--- src/rtl/pipelined_cla_adder_pkg.sv ---
// Shared constants and helpers for the pipelined carry-lookahead adder.
// Latency: none (package only).
// Backpressure: not applicable.
package cla_pkg;

    // Width of one carry-lookahead group inside a segment.
    localparam int GROUP_W = 4;

    // Bits handled by one pipeline segment.
    function automatic int segw(input int width, input int stages);
        return width / stages;
    endfunction

    // A legal configuration splits evenly into whole lookahead groups per segment.
    function automatic bit cfg_ok(input int width, input int stages);
        return (stages > 0) && (width > 0) && ((width % (stages * GROUP_W)) == 0);
    endfunction

endpackage

--- src/rtl/pipelined_cla_adder_if.sv ---
// Operand/result bundle for the pipelined carry-lookahead adder.
// Latency: none (wires only).
// Backpressure: valid/ready on both the operand and the result side.
interface pipelined_cla_adder_if #(
    parameter int WIDTH = 32
);
    logic             in_valid;
    logic             in_ready;
    logic [WIDTH-1:0] A;
    logic [WIDTH-1:0] B;
    logic             C_in;
    logic             SUB;
    logic             out_valid;
    logic             out_ready;
    logic [WIDTH-1:0] S;
    logic             C_out;
    logic             OVF;

    // Producer of operands and consumer of results.
    modport master (
        output in_valid, A, B, C_in, SUB, out_ready,
        input  in_ready, out_valid, S, C_out, OVF
    );

    // The adder itself.
    modport slave (
        input  in_valid, A, B, C_in, SUB, out_ready,
        output in_ready, out_valid, S, C_out, OVF
    );
endinterface

--- src/rtl/pipelined_cla_adder_segment.sv ---
// One combinational carry-lookahead slice: 4-bit groups, lookahead across groups.
// Latency: 0 cycles (purely combinational).
// Backpressure: none; the enclosing pipeline stage decides when results are captured.
module cla_segment
    import cla_pkg::*;
#(
    parameter int SEG_W = 8
) (
    input  logic [SEG_W-1:0] a,
    input  logic [SEG_W-1:0] b,
    input  logic             cin,
    output logic [SEG_W-1:0] s,
    output logic             cout,
    output logic             msb_carry_in
);
    localparam int NG = SEG_W / GROUP_W;

    logic [SEG_W-1:0] p;
    logic [SEG_W-1:0] g;
    logic [SEG_W-1:0] c;
    logic [NG-1:0]    gg;
    logic [NG-1:0]    gp;
    logic [NG:0]      gc;

    // Bit propagate/generate, folded into group generate/propagate terms.
    always_comb begin
        logic acc_g;
        logic acc_p;
        acc_g = 1'b0;
        acc_p = 1'b1;
        p     = a ^ b;
        g     = a & b;
        gg    = '0;
        gp    = '0;
        for (int j = 0; j < NG; j++) begin
            acc_g = 1'b0;
            acc_p = 1'b1;
            for (int i = GROUP_W - 1; i >= 0; i--) begin
                acc_g = acc_g | (acc_p & g[j*GROUP_W + i]);
                acc_p = acc_p & p[j*GROUP_W + i];
            end
            gg[j] = acc_g;
            gp[j] = acc_p;
        end
    end

    // Group carry-ins as flat sum-of-products over lower groups and cin.
    always_comb begin
        logic acc_c;
        logic acc_p;
        acc_c = 1'b0;
        acc_p = 1'b1;
        gc    = '0;
        gc[0] = cin;
        for (int j = 0; j < NG; j++) begin
            acc_c = 1'b0;
            acc_p = 1'b1;
            for (int i = j; i >= 0; i--) begin
                acc_c = acc_c | (acc_p & gg[i]);
                acc_p = acc_p & gp[i];
            end
            gc[j+1] = acc_c | (acc_p & cin);
        end
    end

    // Per-bit carries, looked ahead only from their own group's carry-in.
    always_comb begin
        logic acc_c;
        logic acc_p;
        acc_c = 1'b0;
        acc_p = 1'b1;
        c     = '0;
        for (int j = 0; j < NG; j++) begin
            for (int m = 0; m < GROUP_W; m++) begin
                acc_c = 1'b0;
                acc_p = 1'b1;
                for (int i = m - 1; i >= 0; i--) begin
                    acc_c = acc_c | (acc_p & g[j*GROUP_W + i]);
                    acc_p = acc_p & p[j*GROUP_W + i];
                end
                c[j*GROUP_W + m] = acc_c | (acc_p & gc[j]);
            end
        end
    end

    assign s            = p ^ c;
    assign cout         = gc[NG];
    assign msb_carry_in = c[SEG_W-1];

endmodule

--- src/rtl/pipelined_cla_adder.sv ---
// Pipelined CLA adder/subtractor; one SEG_W-bit segment resolved per stage.
// Latency: STAGES cycles (result visible after edge n+STAGES-1 for a beat taken at edge n).
// Backpressure: whole pipe advances only when the output is empty or taken; in_ready mirrors that.
module pipelined_cla_adder
    import cla_pkg::*;
#(
    parameter int WIDTH  = 32,
    parameter int STAGES = 4
) (
    input  logic                 clk,
    input  logic                 rst,
    pipelined_cla_adder_if.slave bus
);
    localparam int SEG_W = segw(WIDTH, STAGES);
    localparam int L     = STAGES - 1;

    if (!cfg_ok(WIDTH, STAGES)) begin : g_cfg_err
        $error("pipelined_cla_adder: WIDTH must be a multiple of STAGES*GROUP_W");
    end

    logic                adv;
    logic                take;
    logic [STAGES-1:0]   vld_q;
    logic [STAGES-1:0]   c_q;
    logic                ovf_q;
    logic [WIDTH-1:0]    a_q   [STAGES];
    logic [WIDTH-1:0]    b_q   [STAGES];
    logic [WIDTH-1:0]    s_q   [STAGES];

    logic [WIDTH-1:0]    a_src [STAGES];
    logic [WIDTH-1:0]    b_src [STAGES];
    logic [WIDTH-1:0]    s_src [STAGES];
    logic [STAGES-1:0]   c_src;
    logic [WIDTH-1:0]    s_nxt [STAGES];
    logic [SEG_W-1:0]    seg_s [STAGES];
    logic [STAGES-1:0]   seg_c;
    logic [STAGES-1:0]   seg_mc;
    logic                ovf_nxt;

    assign adv          = !vld_q[L] || bus.out_ready;
    assign take         = bus.in_valid && adv;
    assign bus.in_ready = adv;

    // Stage inputs: stage 0 sees the (possibly inverted) operands, later stages the skew registers.
    always_comb begin
        a_src[0] = bus.A;
        b_src[0] = bus.SUB ? ~bus.B : bus.B;
        c_src    = '0;
        c_src[0] = bus.SUB | bus.C_in;
        s_src[0] = '0;
        for (int k = 1; k < STAGES; k++) begin
            a_src[k] = a_q[k-1];
            b_src[k] = b_q[k-1];
            c_src[k] = c_q[k-1];
            s_src[k] = s_q[k-1];
        end
    end

    for (genvar k = 0; k < STAGES; k++) begin : g_seg
        cla_segment #(
            .SEG_W        (SEG_W)
        ) u_seg (
            .a            (a_src[k][k*SEG_W +: SEG_W]),
            .b            (b_src[k][k*SEG_W +: SEG_W]),
            .cin          (c_src[k]),
            .s            (seg_s[k]),
            .cout         (seg_c[k]),
            .msb_carry_in (seg_mc[k])
        );
    end

    // Merge each stage's freshly computed slice into the partial sum it carries forward.
    always_comb begin
        for (int k = 0; k < STAGES; k++) begin
            s_nxt[k]                   = s_src[k];
            s_nxt[k][k*SEG_W +: SEG_W] = seg_s[k];
        end
    end

    // Signed overflow from the retained operand MSBs and the final-segment sum MSB.
    assign ovf_nxt = (a_src[L][WIDTH-1] == b_src[L][WIDTH-1]) &&
                     (seg_s[L][SEG_W-1] != a_src[L][WIDTH-1]);

    // Pipeline registers: clear on reset, shift together on adv, otherwise hold.
    always_ff @(posedge clk) begin
        if (rst) begin
            vld_q <= '0;
            c_q   <= '0;
            ovf_q <= 1'b0;
            for (int k = 0; k < STAGES; k++) begin
                a_q[k] <= '0;
                b_q[k] <= '0;
                s_q[k] <= '0;
            end
        end else if (adv) begin
            vld_q[0] <= take;
            for (int k = 1; k < STAGES; k++) begin
                vld_q[k] <= vld_q[k-1];
            end
            for (int k = 0; k < STAGES; k++) begin
                a_q[k] <= a_src[k];
                b_q[k] <= b_src[k];
                s_q[k] <= s_nxt[k];
                c_q[k] <= seg_c[k];
            end
            ovf_q <= ovf_nxt;
        end
    end

    assign bus.out_valid = vld_q[L];
    assign bus.S         = s_q[L];
    assign bus.C_out     = c_q[L];
    assign bus.OVF       = ovf_q;

endmodule
--- src/flat_wrapper.sv ---
// flat-port wrapper written by rule: the top's interface ports become plain ports
module pipelined_cla_adder_flat import cla_pkg::*;
#(
    parameter int WIDTH  = 32,
    parameter int STAGES = 4
)
  (clk, rst, bus_in_valid, bus_A, bus_B, bus_C_in, bus_SUB, bus_out_ready, bus_in_ready, bus_out_valid, bus_S, bus_C_out, bus_OVF);
  pipelined_cla_adder_if #(.WIDTH(WIDTH)) bus_i ();
  input  logic clk;
  input  logic rst;
  input wire logic [$bits(bus_i.in_valid)-1:0] bus_in_valid;
  input wire logic [$bits(bus_i.A)-1:0] bus_A;
  input wire logic [$bits(bus_i.B)-1:0] bus_B;
  input wire logic [$bits(bus_i.C_in)-1:0] bus_C_in;
  input wire logic [$bits(bus_i.SUB)-1:0] bus_SUB;
  input wire logic [$bits(bus_i.out_ready)-1:0] bus_out_ready;
  output wire logic [$bits(bus_i.in_ready)-1:0] bus_in_ready;
  output wire logic [$bits(bus_i.out_valid)-1:0] bus_out_valid;
  output wire logic [$bits(bus_i.S)-1:0] bus_S;
  output wire logic [$bits(bus_i.C_out)-1:0] bus_C_out;
  output wire logic [$bits(bus_i.OVF)-1:0] bus_OVF;
  assign bus_i.in_valid = bus_in_valid;
  assign bus_i.A = bus_A;
  assign bus_i.B = bus_B;
  assign bus_i.C_in = bus_C_in;
  assign bus_i.SUB = bus_SUB;
  assign bus_i.out_ready = bus_out_ready;
  assign bus_in_ready = bus_i.in_ready;
  assign bus_out_valid = bus_i.out_valid;
  assign bus_S = bus_i.S;
  assign bus_C_out = bus_i.C_out;
  assign bus_OVF = bus_i.OVF;
  pipelined_cla_adder #(.WIDTH(WIDTH), .STAGES(STAGES)) u_core (.clk(clk), .rst(rst), .bus(bus_i));
endmodule
--- config.mk ---
export PLATFORM = sky130hd
export DESIGN_NAME = pipelined_cla_adder_flat
export DESIGN_NICKNAME = d
export VERILOG_FILES = /design/src/rtl/pipelined_cla_adder_pkg.sv /design/src/rtl/pipelined_cla_adder_if.sv /design/src/rtl/pipelined_cla_adder_segment.sv /design/src/rtl/pipelined_cla_adder.sv /design/src/flat_wrapper.sv
export SDC_FILE = /design/constraint.sdc
export NUM_CORES = 1
export LEC_CHECK = 0
export CAP_MARGIN = 20
export CORE_ASPECT_RATIO = 0.9
export CORE_MARGIN = 3
export CORE_UTILIZATION = 60
export CTS_BUF_LIST = sky130_fd_sc_hd__clkbuf_4 sky130_fd_sc_hd__clkbuf_8 sky130_fd_sc_hd__clkbuf_16
export CTS_CLUSTER_DIAMETER = 120
export DETAILED_ROUTE_END_ITERATION = 10
export PLACE_DENSITY_LB_ADDON = 0.15
export RECOVER_POWER = 50
export SYNTH_ARGS = -nofsm -noshare
export SYNTH_HDL_FRONTEND = slang
export SYNTH_SLANG_ARGS = --single-unit
--- constraint.sdc ---
create_clock -name clk -period 13.06 [get_ports clk]
set_clock_uncertainty 0.15 [all_clocks]
set_input_delay 2.612 -clock clk [delete_from_list [all_inputs] [get_ports clk]]
set_output_delay 2.612 -clock clk [all_outputs]
set_load 0.005 [all_outputs]
## Yosys cells after proc, flatten, opt, wreduce, memory -nomap -nowiden

Memory sizes are Yosys's and may differ from the RTL's.
Cells that the tools add are included.

- Register bits after elaboration: 9
- Memory bits (writable): 384
- Input port bits: 70
- Output and inout bits: 36
- Word-level logic and storage cells: 276
- Memories kept: 3

Memories:

| memory | words | width | read ports | clocked after Yosys merged registers in | write ports | line | RTL |
|---|---|---|---|---|---|---|---|
| u_core.a_q | 4 | 32 | 3 | 0 | 4 | pipelined_cla_adder.sv:26 | `logic [WIDTH-1:0] a_q [STAGES];` |
| u_core.b_q | 4 | 32 | 3 | 0 | 4 | pipelined_cla_adder.sv:27 | `logic [WIDTH-1:0] b_q [STAGES];` |
| u_core.s_q | 4 | 32 | 4 | 0 | 4 | pipelined_cla_adder.sv:28 | `logic [WIDTH-1:0] s_q [STAGES];` |

- Equality and inequality tests: 2
- Mux-type cells: 18
- Bitwise operators: 246
- Reduce and logical (&&, ||, !) cells: 4

Operator list:

| cell | count |
|---|---|
| $mux 32 | 13 |
| $and 1x1->1 | 136 |
| $or 1x1->1 | 97 |
| $xor 8x8->8 | 8 |
| $and 8x8->8 | 4 |
| $not 32->32 | 1 |
| $mux 1 | 5 |
| $logic_and 1x1->1 | 2 |
| $eq 1x1->1 | 1 |
| $logic_not 1->1 | 1 |
| $logic_or 1x1->1 | 1 |
| $ne 1x1->1 | 1 |

## Longest topological paths before layout

- Depth in word-level cells: 12
- Mapped depth: 10
- Depth with buffers taken out: 8

## Hierarchy

Synthesis repeated with hierarchy kept, for this count alone.

- Cells, all modules: 598
- Area, all modules: 8466.9 um^2

Modules (own cells, without submodules):

| module | times used | cells an instance | area an instance (um^2) | seq. area each (um^2) |
|---|---|---|---|---|
| pipelined_cla_adder | 1 | 452 | 7153.1 | 5465.2 |
| cla_segment (u_core.g_seg[1].u_seg ...) | 3 | 37 | 332.8 | 0.0 |
| cla_segment (u_core.g_seg[0].u_seg) | 1 | 35 | 315.3 | 0.0 |

## Least setup slack after synthesis

Ideal clock, no wire load.

- Kind: input to register
- Start point: in rst
- End point: mem u_core.a_q[0][10], enable pin
- Library setup time: 567 ps
- Arrival: 7151 ps
- Required time: 12343 ps
- Slack: 5192 ps
- Cell stages on the path: 2
- Path buffers: 1
- Path through: clkbuf_1 -> nand2b_1

RTL lines:

| element | line | RTL |
|---|---|---|
| from (decl) | flat_wrapper.sv:10 | `input logic rst;` |
| to (decl) | pipelined_cla_adder.sv:26 |  |

## Worst setup path in the final report

- Start point: in bus_out_ready
- End point: out bus_in_ready

- Cells in the longest elaborated chain, start to end: 1

RTL lines:

| element | line | RTL |
|---|---|---|
| from (decl) | flat_wrapper.sv:16 | `input wire logic [$bits(bus_i.out_ready)-1:0] bus_out_ready;` |
| $logic_or 1x1->1 | pipelined_cla_adder.sv:40 | `assign adv = !vld_q[L] \|\| bus.out_ready;` |
| to (decl) | flat_wrapper.sv:17 | `output wire logic [$bits(bus_i.in_ready)-1:0] bus_in_ready;` |

Every way passes these cells.

==> results.ini <==
[status]
outcome=finished with violations
violations=max-capacitance violations, max-slew violations

[grt]
grt_pass1_wl_mm=22.8
grtUsageMet2=0.330
grt_pass1_vias=4792
gr-total-overflow=0
top_usage_layer=met2
track_usage=0.194
antenna_found_initial=0
gr-usage-met3=0.0499
grt_start_max_net_pins=77
grt_util_met1=0.237

[routing]
drc=0
drt-pass1-iter-count=4
routed_wl_mm=13.8
ant_nets=0
drt_iter0_drc=406
vias=4697
wl_per_cell_um=15.6
routed_via_density=5.33

[cts]
cts_setup_buffers=0
clockBufferDepth=2
htree_levels=4
clk_latency_ns=0.43
cts_sinks=185
ctsResizeCount=0
numCtsBuffers=17
cts_tree=yes
root_buffer=clkbuf_16
clkTransAtPathRegs_ns=0.07
postCtsHoldBufs=0

[timing]
relSlewSlack=-0.778
rsz0062_at_grt=no
hold_viol=0
min_period_over_period=0.620
drv_slew=250
min_period_ns=8.10
setup_viol=0
max_freq_mhz=123
tightest_slew_ns=2.66
setup_tns_ns=0

[setup_path]
end_kind=output port
slowest_stage=nor2b_1
timing.critical_path.buf_inv=3
path_class=input pin to output port
critPathTopFamily=buffers and inverters
critPathArrivalTime_ns=5.34
required_ns=10.30
worst-path-max-fanout=17
critPathLaunchType=input pin
crit_chain=dlygate4sd3_1 > nor2b_1 > clkinvlp_2 > clkdlybuf4s50_1
cp_slowest_stage_delay_ns=0.90

[place]
gp_congestion=0.800
dp.cells=849
io_buffers=105
dp_hpwl_mm=8.86

[logic_synthesis]
synthArstFlopShare=0
yosysTopAreaCell=edfxtp_1
synth_edf_count=176
synthTopCellsByArea=edfxtp_1 (64%), and2_1 (9.3%), ha_1 (4.8%), xnor2_1 (3.1%), nor2_1 (2.7%)
synth_seq_cells=185
synth_cell_types=48
dominantRegCellSynth=edfxtp_1
synth_cells=598
syn_avg_cell_area_sq_um=13.9
ys_seq_area_frac=0.660
yosysTopAreaCellShare=0.638
netlist_area_sq_um=8280
yosysWarnings=0
syn_nets=708

[finish]
drive_above_1_share=0.0589
multiInputGateArea_sq_um=2630
final_cell_count_no_fill=881
num_antenna_cells=0
seqCellArea_sq_um=5470
area_growth_syn_to_layout_pct=22.1
final_nets=810
fillerInstances=861

[floorplanning]
ios=106
dieArea_sq_um=15300
die_x_um=130
initial_core_util=0.618
core_sq_um=13400
rows=40
die_h_um=117

[flow_run]
maxCapViolations=5

[power]
power.density_nw_per_um2=140
peakVddDrop_mv=0.0887
p_leak_nw=4.23

[hold_path]
holdCritPathClass=register to register

[per-stage QoR]
step | utilization | power [mW] | setup slack, ns | area [sq um] | hold WS, ns
after detailed placement | 0.706 | 0.851 | 5.96 | 9470 | 0.296
after global routing | 0.754 | 1.47 | 4.73 | 10100 | 0.343
after floorplan | - | 0.797 | 5.19 | 8280 | 0.282
final | 0.754 | 1.41 | 4.96 | 10100 | 0.308
after global placement | 0.706 | 0.843 | 5.95 | 9470 | 0.289
after CTS | 0.756 | 1.43 | 5.93 | 10100 | 0.306
[logic make-up after synthesis]
group	share of synthesized area
multiplexers	0.00121
AND/OR/NAND/NOR	0.152
flip-flops	0.660
buffers and inverters	0.0230
XOR/XNOR	0.0507
adder cells (fa/ha/maj)	0.0677
AO/OA/AOI/OAI	0.0458
[worst register-to-register path: stages, from the launching register on]
cell        delay (ns)
dfxtp_1           0.34
nor2b_1           0.93
clkinvlp_2        0.68
nand2b_1          0.71
clkbuf_1          1.36
or3_1             0.27
mux2i_1           0.08
a311o_1           0.32
[state kept, by name, summed over array words and instances (netlist names)]
name            cells
u_core.vld_q        4
u_core.s_q         80
u_core.c_q          4
u_core.a_q         48
u_core.bus.OVF      1
u_core.b_q         48
[worst paths after layout]
| check | startpoint | cells past startpoint | end | slack, ns |
|---|---|---|---|---|
| hold reg to reg | u_core.vld_q[1]$_SDFFE_PP0N_ | 2 | u_core.vld_q[1]$_SDFFE_PP0N_ | 0.31 |
| setup / recovery | bus_out_ready | 4 | bus_in_ready | 4.96 |
| setup reg to reg | u_core.vld_q[3]$_SDFFE_PP0N_ | 7 | u_core.s_q[0][47]$_SDFFCE_PN0P_ | 7.97 |
| hold / removal | u_core.vld_q[1]$_SDFFE_PP0N_ | 2 | u_core.vld_q[1]$_SDFFE_PP0N_ | 0.31 |
[layout by cell type, fill, tap and decap left out, types with 3 or more instances in the layout]
cell type        netlist  layout
edfxtp_1             176     176
and2_1               123      86
clkdlybuf4s50_1        0      68
nor2_1                59      60
and2_0                 0      37
dlygate4sd3_1          0      36
ha_1                  32      32
xnor2_1               29      29
xor2_1                19      19
inv_1                 17      17
clkbuf_16              0      17
nor3_1                15      15
dfxtp_1                9       9
o21ai_0                8       8
nand2b_1               8       8
a21oi_1                8       8
nand2_1                8       8
fa_1                   8       8
a211oi_1               6       6
a21o_1                 6       6
bufinv_16              0       6
o21a_1                 4       4
nand3_1                4       4
o21ai_1                3       3
a31oi_1                3       3
or3_1                  3       3
clkinvlp_4             0       3
clkbuf_1              12       3
[where the power goes]
part | internal (mW) | switching [mW] | total [mW] | leakage (nW)
clock | 0.360 | 0.216 | 0.576 | 0.320
sequential | 0.695 | 0.0120 | 0.707 | 2.16
combinational | 0.0678 | 0.0615 | 0.129 | 1.75
[metal layers]
metal | up-vias | wire (um)
met3 | 23 | 519
li1 | 2301 | -
met2 | 109 | 7220
met4 | 0 | 272
met5 | - | 0
met1 | 2264 | 5750
[area by class of cell]
class,count,area share
clock buffer,17,0.0421
clock inverter,15,0.0245
tap,168,0.0208
inverter,18,0.00681
timing repair buffer,109,0.106
multi-input combinational,369,0.260
sequential,185,0.541
[synth_stat cells, types with 2 or more instances]
cell type	n
a211oi_1	6
a21o_1	6
a21oi_1	8
a31oi_1	3
and2_1	123
buf_1	3
buf_2	9
clkbuf_1	12
dfxtp_1	9
edfxtp_1	176
fa_1	8
ha_1	32
inv_1	17
nand2_1	8
nand2b_1	8
nand3_1	4
nor2_1	59
nor3_1	15
nor3b_1	2
nor4_1	2
o21a_1	4
o21ai_0	8
o21ai_1	3
or3_1	3
xnor2_1	29
xor2_1	19
Power figures use the tool's default switching activity.
